===== src/rtl/sram_fifo_ctrl.sv =====
// Streaming byte FIFO around a 1W/1R SRAM macro with one-cycle read latency.
// A 2-entry output buffer hides the read latency so both streams run at one byte per cycle.
module sram_fifo_ctrl #(
  parameter int DATA_WIDTH = 8,
  parameter int ADDR_WIDTH = 4
) (
  input  logic                  clk,
  input  logic                  rst_n,
  input  logic                  s_valid,
  output logic                  s_ready,
  input  logic [DATA_WIDTH-1:0] s_data,
  output logic                  m_valid,
  input  logic                  m_ready,
  output logic [DATA_WIDTH-1:0] m_data,
  output logic [ADDR_WIDTH+1:0] level,
  output logic                  sram_csb0,
  output logic [ADDR_WIDTH-1:0] sram_addr0,
  output logic [DATA_WIDTH-1:0] sram_din0,
  output logic                  sram_csb1,
  output logic [ADDR_WIDTH-1:0] sram_addr1,
  input  logic [DATA_WIDTH-1:0] sram_dout1
);
  localparam int RAM_DEPTH = 1 << ADDR_WIDTH;
  localparam int PW        = ADDR_WIDTH + 1;
  localparam int LW        = ADDR_WIDTH + 2;

  logic [PW-1:0]                   wptr, rptr, avail;
  logic                            inflight;
  logic [1:0]                      obuf_cnt, tail;
  logic [1:0][DATA_WIDTH-1:0]      obuf, obuf_nxt;
  logic [ADDR_WIDTH-1:0]           addr0_q;
  logic [DATA_WIDTH-1:0]           din0_q;
  logic                            wr, rd, pop;
  logic [2:0]                      occ;

  // A write is captured at the edge ending its cycle and committed by the macro at the
  // following negedge, so it is readable from the next cycle on: avail is the pointer gap.
  assign avail   = wptr - rptr;
  assign s_ready = rst_n && (avail != PW'(RAM_DEPTH));
  assign wr      = s_valid && s_ready;
  assign pop     = m_valid && m_ready;

  // Issue only if the buffer will still have a free slot when the read data lands.
  assign occ = 3'(obuf_cnt) + 3'(inflight) - 3'(pop);
  assign rd  = rst_n && (avail != '0) && (occ < 3'd2);

  assign sram_csb0  = !wr;
  assign sram_addr0 = wr ? wptr[ADDR_WIDTH-1:0] : addr0_q;
  assign sram_din0  = wr ? s_data : din0_q;
  assign sram_csb1  = !rd;
  assign sram_addr1 = rptr[ADDR_WIDTH-1:0];

  assign m_valid = (obuf_cnt != 2'd0);
  assign m_data  = obuf[0];
  assign level   = LW'(avail) + LW'(inflight) + LW'(obuf_cnt);

  // Tail slot after this cycle's pop; only 0 or 1 can occur when a capture is pending.
  assign tail = obuf_cnt - {1'b0, pop};

  always_comb begin
    obuf_nxt = obuf;
    if (pop)      obuf_nxt[0] = obuf[1];
    if (inflight) obuf_nxt[tail[0]] = sram_dout1;
  end

  always_ff @(posedge clk or negedge rst_n) begin
    if (!rst_n) begin
      wptr     <= '0;
      rptr     <= '0;
      inflight <= 1'b0;
      obuf_cnt <= 2'd0;
      obuf     <= '0;
      addr0_q  <= '0;
      din0_q   <= '0;
    end else begin
      if (wr) begin
        wptr    <= wptr + PW'(1);
        addr0_q <= wptr[ADDR_WIDTH-1:0];
        din0_q  <= s_data;
      end
      if (rd) rptr <= rptr + PW'(1);
      inflight <= rd;
      obuf_cnt <= obuf_cnt + 2'(inflight) - 2'(pop);
      obuf     <= obuf_nxt;
    end
  end
endmodule


===== config.mk =====
export PLATFORM = sky130hd
export DESIGN_NAME = sram_fifo_ctrl
export DESIGN_NICKNAME = d
export VERILOG_FILES = /design/src/rtl/sram_fifo_ctrl.sv
export SDC_FILE = /design/constraint.sdc
export NUM_CORES = 1
export LEC_CHECK = 0
export ABC_AREA = 1
export CELL_PAD_IN_SITES_DETAIL_PLACEMENT = 1
export CELL_PAD_IN_SITES_GLOBAL_PLACEMENT = 1
export CORE_MARGIN = 2
export CORE_UTILIZATION = 40
export CTS_CLUSTER_SIZE = 16
export DETAILED_ROUTE_END_ITERATION = 6
export PLACE_DENSITY = 0.83
export SETUP_SLACK_MARGIN = 0.05
export SYNTH_ARGS = -nofsm -noshare
export SYNTH_HDL_FRONTEND = slang
export SYNTH_SLANG_ARGS = --single-unit
export TNS_END_PERCENT = 1

===== constraint.sdc =====
create_clock -name clk -period 7.3 [get_ports clk]
set_input_delay 1.46 -clock clk [delete_from_list [all_inputs] [get_ports clk]]
set_output_delay 1.46 -clock clk [all_outputs]
set_load 0.005 [all_outputs]

==> flow_summary.ini <==
[outcome]
outcome = finished, final reports clean

[clocking]
cts_hold_buf = 0
cts-resized-gates = 0
cts_buffer_depth = 2
cts_root_buf = clkbuf_8
htree_levels = 2
post-cts-setup-buffers = 0
clkTransAtPathRegs_ns = 0.08
clock_latency_ns = 0.30
numCtsBuffers = 5
cts_tree = done
clock-sinks = 41

[synth]
yosysTopAreaCell = dfrtp_1
synth-simple-area-share = 0.263
synth_area_um2 = 2340
synthArstFlopShare = 1.00
synth_top_flop_cell = dfrtp_1
synth-compound-area-share = 0.0406
yosys_warnings = 0
synth_common_cells = nand2_1, dfrtp_1, inv_1
synth_top_family_by_area = simple AND/OR/NAND/NOR gates
synth_cell_types = 27
post_synth_mux_area_share = 0.0385
synth_nets = 301
synth_most_common_cell = nand2_1
synth_top_cell_area_share = 0.438
synth.top_cells.by_area = dfrtp_1, nand2_1, nand4_1
synthXorXnorAreaFrac = 0.0331
avgSynthCellArea_um2 = 8.77
yosysSeqAreaShare = 0.438
netlist_instances = 267
synth_edf_count = 0
synthAdderAreaFrac = 0.0876
synth_seq_cells = 41

[setup_path]
slowest_stage = nor3b_1
path_max_fanout = 9
r2r_setup_slack_ns = 3.81
cp-start-kind = input pin
reg2reg_from = obuf_cnt[1]$_DFF_PN0_
crit_type = in -> out
r2r_cells = 12
r2r_end = rptr[2]$_DFFE_PN0P_
worstPathCellList = clkdlybuf4s50_1, nand2_1, inv_1, ha_1, inv_1, ha_1, fa_1, nor3b_1, nand3_1, clkdlybuf4s50_1
crit_family = buffers and inverters
critPathRequiredTime_ns = 5.84
worst_path_largest_cell_delay_ns = 0.62
endpoint_kind = primary output
crit_buf_inv = 4
cp.arrival_ns = 4.91

[sta]
setup_viol = 0
tightest_slew_ns = 0.788
finalHoldViolations = 0
fin_skew_ns = 0.00452
period_needed_ns = 6.37
whs_ns = 0.467
slew_headroom = 0.475
worst_slack_ns = 0.930
clock.fmax_mhz = 157
slew_violations = 0
fin_setup_tns_ns = 0
period_share = 0.873
rsz0062_at_grt = no

[pwr]
switchingPower_mw = 0.607
p_sw_frac = 0.399
p_seq_frac = 0.264
p_comb_frac = 0.608
p_clk_frac = 0.128
cellPowerDensity_nw_per_um2 = 515
power_leakage_nw = 1.40
power_mw = 1.52
p_int_mw = 0.913
irDropWorstVdd_uv = 238

[flow_run]
cap_viol_max_count = 0

[grt]
grt_start_max_net_pins = 40
antenna_found_initial = 0
gr-total-overflow = 0
grt_pass1_vias = 2055
grtUsageTotal = 0.192
grt_pass1_wl_mm = 9.49

[routing]
firstDrtPassIters = 4
ant_nets = 0
wl_per_cell_um = 15.0
viasPerCell = 5.11
totalWireLength_mm = 5.71
vias = 1948
drtIter0Drc = 59
drc = 0

[place]
placed_area_um2 = 2830
place.port_buffers = 53
hpwl_mm = 4.11
gp_congestion = 0.773
place_ws_ns = 0.956

[layout]
syn2layout_area_growth_pct = 26.0
design_area_um2 = 2950
nFillCells = 662
drive_gt1_frac = 0.0809
final_nets = 342
num_antenna_cells = 0

[floorplan]
die_w_um = 80.5
fp.dieArea_um2 = 6480
ios = 54
core_area_um2 = 5570
start_util = 0.420
fp.dieH_um = 80.5
rows = 27

[worst_hold_path]
min_to = addr0_q[3]$_DFF_PN0_
min_path_cells = 2
hp-start = addr0_q[3]$_DFF_PN0_
hp-class = reg -> reg
stage by stage:
step / utilization / std cells
final: 0.529 / 381
after global routing: 0.529 / 381
after detailed placement: 0.508 / 373
after global placement: 0.508 / 373
after CTS: 0.529 / 381
after floorplan: - / 267
routing by layer:
layer,vias to the layer above,global-route usage,wire [um]
met4,0,0.0678,80
li1,950,-,-
met2,39,0.333,2950
met5,-,0,0
met3,9,0.0438,216
met1,950,0.233,2460
sequential cells by signal (all words and copies together), names as in the netlist:
name and count:
inflight 1, rptr 5, obuf_cnt 2, obuf 8, wptr 5, din0_q 8
addr0_q 4, m_data 8
kinds of logic after synthesis:
kind of cell               after synthesis
and+or+nand+nor                        132
buffers and inverters                   45
DFF                                     41
AOI/OAI and AO/OA                       19
adders and majority gates               14
xor gates and xnor gates                 8
muxes                                    8
cell type report:
class / count / area [um2] / share of cell area
clock inverters: 2 / 37.5 / 0.0127
inverters: 24 / 90.1 / 0.0305
flip-flops and latches: 41 / 1030 / 0.348
multi-input cells: 181 / 1080 / 0.367
well taps: 72 / 90.1 / 0.0305
repair buffers: 55 / 541 / 0.183
clock buffers: 6 / 82.6 / 0.0280
worst reg2reg max path: stages, from the launching register on:
cell and delay (ns):
dfrtp_1 0.42, inv_1 0.16, nand2_1 0.11, nand2_1 0.26
inv_1 0.20, ha_1 0.35, inv_1 0.07, ha_1 0.20
fa_1 0.48, nor3b_1 0.62, nand3_1 0.32, nand2_1 0.13
nand2_1 0.06
how the worst max path moves through the flow:
stage | endpoint | from | slack (ns) | depth (start not counted)
6_report | sram_csb1 | m_ready | 0.93 | 10
5_1_grt | sram_csb1 | m_ready | 0.61 | 10
4_1_cts | sram_csb1 | m_ready | 0.90 | 10
3_5_place_dp | sram_csb1 | m_ready | 0.96 | 10
3_3_place_gp | sram_csb1 | m_ready | 1.16 | 10
2_1_floorplan | sram_csb1 | m_ready | 2.40 | 8
power by group through the flow:
| stage | clock [mW] | combinational [mW] | sequential [mW] |
|---|---|---|---|
| 6_report | 0.194 | 0.925 | 0.401 |
| 5_1_grt | 0.211 | 1.03 | 0.414 |
| 4_1_cts | 0.199 | 0.937 | 0.402 |
| 3_5_place_dp | 0 | 0.921 | 0.406 |
| 3_3_place_gp | 0 | 0.884 | 0.401 |
| 2_1_floorplan | 0 | 0.572 | 0.381 |
cells in the final DEF (no fill, tap or decap), drive strengths merged, types with 3 or more instances in the layout:
cell / instances
a21oi: 3
buf: 3
clkbuf: 6
clkdlybuf4s50: 52
dfrtp: 41
fa: 4
ha: 10
inv: 24
mux2: 8
nand2: 75
nand3: 14
nand4: 22
nor2: 15
o21ai: 16
xnor2: 3
xor2: 5
No activity file was read; power rests on OpenSTA's default activity.
